**config.mk**
```make
export PLATFORM = sky130hd
export DESIGN_NAME = mat_vec_mul_ctrl_flat
export DESIGN_NICKNAME = d
export VERILOG_FILES = /design/src/rtl/mat_vec_mul_ctrl_if.sv /design/src/rtl/mat_vec_mul_ctrl.sv /design/src/flat_wrapper.sv
export SDC_FILE = /design/constraint.sdc
export NUM_CORES = 1
export LEC_CHECK = 0
export CAP_MARGIN = 20
export CORE_AREA = 2 2 332 334
export CTS_BUF_LIST = sky130_fd_sc_hd__clkbuf_8 sky130_fd_sc_hd__clkbuf_16
export DETAILED_ROUTE_END_ITERATION = 10
export DIE_AREA = 0 0 334 336
export PLACE_DENSITY_LB_ADDON = 0.05
export SETUP_SLACK_MARGIN = 0.2
export SLEW_MARGIN = 20
export SYNTH_ARGS = -nofsm -noshare
export SYNTH_HDL_FRONTEND = slang
export SYNTH_SLANG_ARGS = --single-unit
export TNS_END_PERCENT = 5
```
**constraint.sdc**
```tcl
create_clock -name clk -period 2.1 [get_ports clk]
set_input_delay 0.315 -clock clk [delete_from_list [all_inputs] [get_ports clk]]
set_output_delay 0.315 -clock clk [all_outputs]
set_load 0.01 [all_outputs]
```
**src/rtl/mat_vec_mul_ctrl_if.sv**
```systemverilog
// Stream bundle for mat_vec_mul_ctrl: frame words in, result words out.
// The slave side is the controller; the master side is upstream/downstream.
interface mat_vec_mul_ctrl_if #(
  parameter int DATA_WIDTH = 32
);
  logic                  in_valid;
  logic                  in_ready;
  logic [DATA_WIDTH-1:0] in_data;
  logic                  out_valid;
  logic                  out_ready;
  logic [DATA_WIDTH-1:0] out_data;
  logic                  out_last;

  modport master (
    output in_valid, in_data, out_ready,
    input  in_ready, out_valid, out_data, out_last
  );

  modport slave (
    input  in_valid, in_data, out_ready,
    output in_ready, out_valid, out_data, out_last
  );
endinterface

```
**src/rtl/mat_vec_mul_ctrl.sv**
```systemverilog
// Sequencer for the mat_vec_mul datapath: loads a matrix+vector frame, waits the
// datapath latency, captures the result and drains it as a stream.
module mat_vec_mul_ctrl #(
  parameter int DATA_WIDTH  = 32,
  parameter int MAT_ROW     = 4,
  parameter int MAT_COL     = 4,
  parameter int MUL_LATENCY = 2
) (
  input  logic                                          clk,
  input  logic                                          rst_n,
  input  logic                                          abort,
  mat_vec_mul_ctrl_if.slave                             bus,
  output logic [MAT_ROW-1:0][MAT_COL-1:0][DATA_WIDTH-1:0] mat_o,
  output logic [MAT_COL-1:0][DATA_WIDTH-1:0]              vec_o,
  input  logic [MAT_ROW-1:0][DATA_WIDTH-1:0]              res_i,
  output logic                                          busy
);

  localparam int MAT_N  = MAT_ROW * MAT_COL;
  localparam int N      = MAT_N + MAT_COL;
  localparam int IN_W   = (N > 1) ? $clog2(N) : 1;
  localparam int WAIT_W = $clog2(MUL_LATENCY + 1);
  localparam int OUT_W  = (MAT_ROW > 1) ? $clog2(MAT_ROW) : 1;

  localparam logic [IN_W-1:0]   IN_LAST   = IN_W'(N - 1);
  localparam logic [WAIT_W-1:0] WAIT_LAST = WAIT_W'(MUL_LATENCY - 1);
  localparam logic [OUT_W-1:0]  OUT_LAST  = OUT_W'(MAT_ROW - 1);

  localparam logic [1:0] LOAD    = 2'd0;
  localparam logic [1:0] WAIT    = 2'd1;
  localparam logic [1:0] CAPTURE = 2'd2;
  localparam logic [1:0] DRAIN   = 2'd3;

  logic [1:0]                            state;
  logic [IN_W-1:0]                       in_cnt;
  logic [WAIT_W-1:0]                     wait_cnt;
  logic [OUT_W-1:0]                      out_idx;
  logic [MAT_ROW-1:0][DATA_WIDTH-1:0]    res_buf;
  logic                                  in_hs;

  assign in_hs = bus.in_valid && (state == LOAD);

  always_ff @(posedge clk or negedge rst_n) begin
    if (!rst_n) begin
      state    <= LOAD;
      in_cnt   <= '0;
      wait_cnt <= '0;
      out_idx  <= '0;
    end else if (abort) begin
      state    <= LOAD;
      in_cnt   <= '0;
      wait_cnt <= '0;
      out_idx  <= '0;
    end else begin
      case (state)
        LOAD: begin
          if (bus.in_valid) begin
            if (in_cnt == IN_LAST) begin
              in_cnt <= '0;
              state  <= WAIT;
            end else begin
              in_cnt <= in_cnt + 1'b1;
            end
          end
        end
        WAIT: begin
          if (wait_cnt == WAIT_LAST) begin
            wait_cnt <= '0;
            state    <= CAPTURE;
          end else begin
            wait_cnt <= wait_cnt + 1'b1;
          end
        end
        CAPTURE: state <= DRAIN;
        DRAIN: begin
          if (bus.out_ready) begin
            if (out_idx == OUT_LAST) begin
              out_idx <= '0;
              state   <= LOAD;
            end else begin
              out_idx <= out_idx + 1'b1;
            end
          end
        end
        default: state <= LOAD;
      endcase
    end
  end

  // Operand slots are written only on accepted words, so they stay frozen through WAIT/CAPTURE
  always_ff @(posedge clk or negedge rst_n) begin
    if (!rst_n) begin
      mat_o <= '0;
      vec_o <= '0;
    end else if (in_hs && !abort) begin
      for (int r = 0; r < MAT_ROW; r++) begin
        for (int c = 0; c < MAT_COL; c++) begin
          if (in_cnt == IN_W'(r * MAT_COL + c)) mat_o[r][c] <= bus.in_data;
        end
      end
      for (int c = 0; c < MAT_COL; c++) begin
        if (in_cnt == IN_W'(MAT_N + c)) vec_o[c] <= bus.in_data;
      end
    end
  end

  always_ff @(posedge clk or negedge rst_n) begin
    if (!rst_n) begin
      res_buf <= '0;
    end else if ((state == CAPTURE) && !abort) begin
      res_buf <= res_i;
    end
  end

  // Handshake outputs come from registered state only; in_ready is also masked during reset
  assign bus.in_ready  = rst_n && (state == LOAD);
  assign bus.out_valid = (state == DRAIN);
  assign bus.out_last  = (state == DRAIN) && (out_idx == OUT_LAST);
  assign bus.out_data  = (state == DRAIN) ? res_buf[out_idx] : '0;
  assign busy          = (state != LOAD);

endmodule

```
**src/flat_wrapper.sv**
```systemverilog
// flat-port wrapper written by rule: the top's interface ports become plain ports
module mat_vec_mul_ctrl_flat 
#(
  parameter int DATA_WIDTH  = 32,
  parameter int MAT_ROW     = 4,
  parameter int MAT_COL     = 4,
  parameter int MUL_LATENCY = 2
)
  (clk, rst_n, abort, mat_o, vec_o, res_i, busy, bus_in_valid, bus_in_data, bus_out_ready, bus_in_ready, bus_out_valid, bus_out_data, bus_out_last);
  mat_vec_mul_ctrl_if #(.DATA_WIDTH(DATA_WIDTH)) bus_i ();
  input  logic clk;
  input  logic rst_n;
  input  logic abort;
  output logic [MAT_ROW-1:0][MAT_COL-1:0][DATA_WIDTH-1:0] mat_o;
  output logic [MAT_COL-1:0][DATA_WIDTH-1:0] vec_o;
  input  logic [MAT_ROW-1:0][DATA_WIDTH-1:0] res_i;
  output logic busy;
  input wire logic [$bits(bus_i.in_valid)-1:0] bus_in_valid;
  input wire logic [$bits(bus_i.in_data)-1:0] bus_in_data;
  input wire logic [$bits(bus_i.out_ready)-1:0] bus_out_ready;
  output wire logic [$bits(bus_i.in_ready)-1:0] bus_in_ready;
  output wire logic [$bits(bus_i.out_valid)-1:0] bus_out_valid;
  output wire logic [$bits(bus_i.out_data)-1:0] bus_out_data;
  output wire logic [$bits(bus_i.out_last)-1:0] bus_out_last;
  assign bus_i.in_valid = bus_in_valid;
  assign bus_i.in_data = bus_in_data;
  assign bus_i.out_ready = bus_out_ready;
  assign bus_in_ready = bus_i.in_ready;
  assign bus_out_valid = bus_i.out_valid;
  assign bus_out_data = bus_i.out_data;
  assign bus_out_last = bus_i.out_last;
  mat_vec_mul_ctrl #(.DATA_WIDTH(DATA_WIDTH), .MAT_ROW(MAT_ROW), .MAT_COL(MAT_COL), .MUL_LATENCY(MUL_LATENCY)) u_core (.clk(clk), .rst_n(rst_n), .abort(abort), .bus(bus_i), .mat_o(mat_o), .vec_o(vec_o), .res_i(res_i), .busy(busy));
endmodule
```
==> flow_summary.yaml, run 1 <==
synth:
  synth_warnings: 0
  post_synth.cell_area_avg_um2: 16.4
  ys_seq_area_frac: 0.640
  yosys_register_bits: 779
  async_flop_share: 1.00
  synth_edf_count: 0
  ys_types: 33
  syn_area_mm2: 0.0304
  syn_inst: 1858
  ys.flop_type: "dfrtp_1"
  postSynthNetCount: 2033
worst_setup_path:
  r2r_slack_ns: -0.16
  crit_start: "u_core.out_idx[0]$_DFFE_PN0P_"
  slowest_delay_ns: 0.51
  cp-end-kind: "output pin"
  cp-start-kind: "flip-flop"
  critPathCapture: "bus_out_data[22]"
  crit_fanout: 5
  required_ns: 1.78
  worstSetupPathType: "reg -> out"
  crit_path_top_delay_cell: "mux4_2"
  path_delay_family: "multiplexers"
  path_depth: 6
  arrival_ns: 2.19
  rr_startpoint: "u_core.state[0]$_DFFE_PN0P_"
  path_cells: "buf_12, buf_12, buf_16, mux4_2, and2_4, buf_6"
  path_common_cell: "buf_12"
  r2r-end: "u_core.mat_o[432]$_DFFE_PN0P_"
  rr_worst_depth: 10
  critPathBufInv: 4
clock_tree:
  cts_htree_levels: 3
  insertion_delay_ns: 0.66
  cts.clk_slew.worst_paths_ns: 0.06
  cts_tree: "done"
  cts_root_buf: "clkbuf_16"
  cts_buffers: 92
  cts_sinks: 779
  clock_path_buffers: 3
place:
  place.gp.congestion: 0.789
  dpl.cell_count: 4073
  portBuffers: 840
  pre_cts_ws_ns: -0.305
  dp_hpwl_um: 81500
grt:
  grtUsageTotal: 0.203
  grt_start_max_net_pins: 159
  grt_pass1_wl_um: 163000
  antenna_found_initial: 12
  overflow: 0
  grt_pass1_vias: 21412
drt:
  avgRoutedWirePerCell_um: 27.8
  dr.pass1.iters: 4
  wl_um: 119000
  drc: 0
  vias_per_cell: 4.57
  vias: 19584
  drtAntennaViolNets: 0
  dr_wl_met2_um: 60400
  wl_met1_um: 45600
  routed.top_layer: "met5"
  drt_iter0_markers: 743
  wl_met3_um: 9250
sta:
  setup_viol: 320
  max_slew_margin: 0.369
  hold_viol_final: 0
  whs_ns: 0.135
  drv_slew: 0
  max_clock_freq_mhz: 399
  fin_tns_setup_ns: -30.72
  fin_crit_sh: 1.19
  skew_ns: 0.0193
  max_slew.worst_pin.slew_ns: 0.947
  period_needed_ns: 2.51
  setup_slack_ns: -0.406
  rsz0062_at_grt: "true"
cells_and_area:
  stdcell_count: 4290
  fillers: 9821
  area_delta_synth_final_pct: 55.4
  drive_gt1_frac: 0.420
  fin_nets: 2976
  utilization: 0.436
floorplanning:
  num_rows: 121
  start_util: 0.281
  coreArea_mm2: 0.108
  die_w_um: 334
  io_pins: 841
  die_y_um: 336
  die_area_mm2: 0.112
power_and_ir_drop:
  power.leakage_nw: 24.6
  vdd_drop_max_v: 0.000604
  power_density_mw_per_mm2: 893
hold_path:
  hp-class: "in -> async"
outcome:
  status: "finished with violations"
  violations: "setup timing"
run:
  cap_violations: 0
how the worst min path moves through the flow:
stage / startpoint / end / depth (start not counted)
5_1_grt: rst_n / u_core.mat_o[240]$_DFFE_PN0P_ / 2
3_3_place_gp: rst_n / u_core.res_buf[7]$_DFFE_PN0P_ / 1
6_report: rst_n / u_core.mat_o[112]$_DFFE_PN0P_ / 2
2_1_floorplan: rst_n / u_core.in_cnt[0]$_DFFE_PN0P_ / 0
4_1_cts: rst_n / u_core.mat_o[112]$_DFFE_PN0P_ / 2
3_5_place_dp: rst_n / u_core.res_buf[37]$_DFFE_PN0P_ / 1
timing repair:
action	4_1_cts	5_1_grt
cloned	9	7
pin swaps	37	8
setup buffers	23	8
setup endpoints to repair	1277	1442
gates resized for setup	420	372
endpoints found under the hold margin	211	0
hold buffers	1	0
registers in the layout, summed over array words and instances, names as in the netlist:
name and cells:
u_core.in_cnt 5, u_core.vec_o 128, u_core.state 2, u_core.res_buf 128, u_core.out_idx 2, u_core.wait_cnt 2, u_core.mat_o 512
power breakdown:
group          internal (mW)  switching [mW]  leakage [nW]
clock                   9.81            6.49          1.60
combinational           4.75            3.00          12.3
sequential              17.1            1.13          10.7
total                   31.6            10.6          24.6
cell usage after synthesis, types with 2 or more instances:
cell	n	share of area
nor2b_1	3	0.00062
buf_2	37	0.0061
mux2_2	713	0.26
and2_1	34	0.0070
nand2b_1	2	0.00041
ha_1	10	0.0041
inv_1	7	0.00086
mux2_1	56	0.021
nor3_1	5	0.00082
mux4_2	32	0.024
dfrtp_1	779	0.64
nor2_2	9	0.0018
a21oi_1	8	0.0013
and3_2	2	0.00049
nand2_1	15	0.0018
nand2_2	6	0.0012
buf_4	40	0.0099
clkbuf_1	75	0.0092
nand3_1	4	0.00066
nor2_1	8	0.00099
metal layers:
metal / GRT usage / vias up
li1: - / 8406
met1: 0.227 / 10391
met2: 0.359 / 611
met3: 0.0710 / 170
met4: 0.0688 / 6
met5: 0 / -
final cells by class:
type / instances / area (µm²) / share of cell area
Sequential cell: 779 / 19500 / 0.412
Multi-Input combinational cell: 919 / 11700 / 0.248
Timing Repair Buffer: 1002 / 11200 / 0.236
Clock buffer: 121 / 2700 / 0.0571
Tap cell: 1414 / 1770 / 0.0374
Clock inverter: 41 / 384 / 0.00812
Inverter: 7 / 33.8 / 0.000714
Antenna cell: 7 / 17.5 / 0.000370
layout by cell type, fill, tap and decap left out, types with 9 or more instances in the layout:
master and count:
dfrtp_1 776, clkdlybuf4s50_1 658, mux2_2 420, mux2_4 331
dlymetal6s2s_1 141, clkbuf_16 98, buf_4 65, buf_12 56
buf_6 50, mux4_2 32, and2_4 32, clkbuf_8 29
inv_1 21, mux2_1 18, nand2_4 13, buf_16 13
clkinv_2 12, nor2_4 9
cell families (layout without fill, tap and decap cells):
group / Yosys count / in the layout / share of synthesized area
AOI/OAI and AO/OA: 11 / 11 / 0.00222
xor gates and xnor gates: 1 / 1 / 0.000288
adders and majority gates: 10 / 10 / 0.00411
buffers and inverters: 160 / 1171 / 0.0264
DFF: 779 / 779 / 0.640
muxes: 802 / 802 / 0.309
other: 0 / 7 / 0
and+or+nand+nor: 95 / 95 / 0.0179
through the flow:
| step | instance area, µm² | power, mW |
|---|---|---|
| after floorplan | 30400 | 21.1 |
| after global placement | 41400 | 25.2 |
| after detailed placement | 41400 | 25.4 |
| after CTS | 45800 | 42.3 |
| after global routing | 47300 | 44.1 |
| final | 47300 | 42.2 |
Power figures use the tool's default switching activity.
==> inputs of run 2 (changes only) <==
- CORE_AREA: 2 2 332 334 -> 2 2 331 333
- DIE_AREA: 0 0 334 336 -> 0 0 333 335
- clock period: 2.1 -> 3.2 ns (I/O delays scaled with it)
==> run 2 against run 1 <==
Critical path type unchanged. Flip-flop and latch count unchanged. Clock skew about the same. Die area decreased by 0.60%. Non-clock buffer count decreased by 85. Critical path depth decreased by 1. The run now ends clean. First-iteration DRC count increased by 12%. Register-to-register slack improved by 0.79 ns. Sequential power decreased by 35%. Design area decreased by 7.5%. Count of clock-buffer cells in the layout decreased by 12. Global-route usage increased by 0.42 points. Via count decreased by 1.8%.
==> flow_summary.yaml, run 2 (same netlist as run 1, synthesis figures left out) <==
power_and_ir_drop:
  vdd_drop_max_v: 0.000400
  power_density_mw_per_mm2: 610
  power_frac_comb: 0.168
  fin_total_pwr_mw: 26.7
  pwr-share-seq: 0.445
  p_int_mw: 19.8
  swShare: 0.260
  power.leakage_nw: 20.4
  p_clk_frac: 0.387
  p_sw_mw: 6.94
worst_setup_path:
  r2r_slack_ns: 0.63
  worstSetupPathType: "reg -> out"
  rr_worst_depth: 7
  arrival_ns: 2.57
  cp-end-kind: "output pin"
  crit_fanout: 9
  rr_startpoint: "u_core.state[0]$_DFFE_PN0P_"
  required_ns: 2.72
  r2r-end: "u_core.mat_o[226]$_DFFE_PN0P_"
  cp-start-kind: "flip-flop"
clock_tree:
  insertion_delay_ns: 0.66
  cts_sinks: 779
  cts_htree_levels: 3
  clock_path_buffers: 3
  cts_buffers: 93
  cts.clk_slew.worst_paths_ns: 0.06
  cts_tree: "done"
  cts_root_buf: "clkbuf_16"
floorplanning:
  die_area_mm2: 0.112
  io_pins: 841
  die_y_um: 335
  start_util: 0.282
  num_rows: 121
  die_w_um: 333
  coreArea_mm2: 0.108
cells_and_area:
  top_register: "u_core.mat_o"
  stdcell_count: 4206
  final_cell_mix: "clkdlybuf4s50_1 (831), dfrtp_1 (778), mux2_2 (713)"
  fin_nets: 2892
  utilization: 0.405
  top_regs: "u_core.mat_o (512), u_core.res_buf (128), u_core.vec_o (128)"
  largest_register_ffs: 512
  area_delta_synth_final_pct: 43.8
  drive_gt1_frac: 0.357
  layout_commonest_cell: "clkdlybuf4s50_1"
drt:
  dr.pass1.iters: 4
  vias: 19237
  vias_per_cell: 4.57
  avgRoutedWirePerCell_um: 27.8
  wl_um: 117000
  drt_iter0_markers: 829
  drtAntennaViolNets: 0
  drc: 0
sta:
  fin_tns_setup_ns: 0
  hold_viol_final: 0
  max_slew.worst_pin.slew_ns: 1.08
  drv_slew: 0
  max_slew_margin: 0.279
  period_needed_ns: 3.05
  fin_crit_sh: 0.952
  whs_ns: 0.358
  max_clock_freq_mhz: 328
  rsz0062_at_grt: "true"
  skew_ns: 0.0192
  setup_viol: 0
grt:
  grt_pass1_wl_um: 165000
  grtUsageTotal: 0.207
  grt_pass1_vias: 20854
  grt_start_max_net_pins: 166
  overflow: 0
  antenna_found_initial: 8
place:
  dpl.cell_count: 4029
  portBuffers: 840
  dp_hpwl_um: 82700
  place.gp.congestion: 0.761
outcome:
  status: "finished clean"
hold_path:
  hp-class: "in -> async"
run:
  cap_violations: 0
==> run 2: cell types whose count changed in the layout (fill, tap and decap cells not counted), moves of 38 or more <==
cell,before,now
mux2_1,18,56
buf_6,50,2
mux2_2,420,713
clkdlybuf4s50_1,658,831
mux2_4,331,0
dlymetal6s2s_1,141,1
==> run 2: through the flow <==
stage | setup slack, ns | cell area (µm²)
final | 0.152 | 43800
after global routing | 0.0469 | 43800
after CTS | 0.0790 | 43800
after detailed placement | 0.368 | 40700
after global placement | 0.471 | 40700
after floorplan | 1.19 | 30400
==> run 2: routing by layer <==
layer | routed length (µm) | GRT usage
met4 | 4370 | 0.0825
met1 | 43800 | 0.233
met3 | 8340 | 0.0609
met5 | 23 | 0
met2 | 60300 | 0.367
==> run 2: cell type report <==
| class | count | area, µm² |
|---|---|---|
| Fill cell | 10077 | 64300 |
| Inverter | 7 | 26.3 |
| Multi-Input combinational cell | 919 | 10200 |
| Clock inverter | 57 | 434 |
| Timing Repair Buffer | 917 | 9280 |
| Tap cell | 1414 | 1770 |
| Clock buffer | 109 | 2550 |
| Sequential cell | 779 | 19500 |
| Antenna cell | 4 | 10.0 |
==> run 2: power groups by stage <==
stage / logic, mW / clock network, mW / registers (mW)
5_1_grt: 4.75 / 11.1 / 12.1
4_1_cts: 4.59 / 10.7 / 11.9
6_report: 4.48 / 10.3 / 11.9
3_5_place_dp: 4.58 / 0 / 12.1
3_3_place_gp: 4.50 / 0 / 12.0
2_1_floorplan: 1.58 / 0 / 12.2
==> run 2: how the worst max path moves through the flow <==
| stage | endpoint | cells after the start | slack (ns) | from |
|---|---|---|---|---|
| finish | bus_out_data[31] | 5 | 0.15 | u_core.out_idx[0]$_DFFE_PN0P_ |
| global route | bus_out_data[22] | 5 | 0.05 | u_core.out_idx[0]$_DFFE_PN0P_ |
| CTS | bus_out_data[22] | 5 | 0.08 | u_core.out_idx[0]$_DFFE_PN0P_ |
| detailed placement | u_core.mat_o[250]$_DFFE_PN0P_ | 6 | 0.37 | bus_in_valid |
| global placement | u_core.mat_o[228]$_DFFE_PN0P_ | 6 | 0.47 | bus_in_valid |
| floorplan | bus_out_data[10] | 4 | 1.19 | u_core.out_idx[0]$_DFFE_PN0P_ |
==> run 2: timing repair <==
| action | in CTS | in global routing |
|---|---|---|
| setup buffers | 4 | 0 |
| hold buffers | 1 | 0 |
| endpoints found under the hold margin | 22 | 0 |
| gates cloned | 2 | 0 |
| setup endpoints to repair | 33 | 32 |
| resized for setup | 5 | 1 |
==> run 2: critical path, stage by stage (launching register included) <==
cell and delay [ns]:
dfrtp_2 0.39, buf_4 0.14, buf_16 0.17, mux4_2 0.50, and2_1 0.17, clkdlybuf4s50_1 0.53
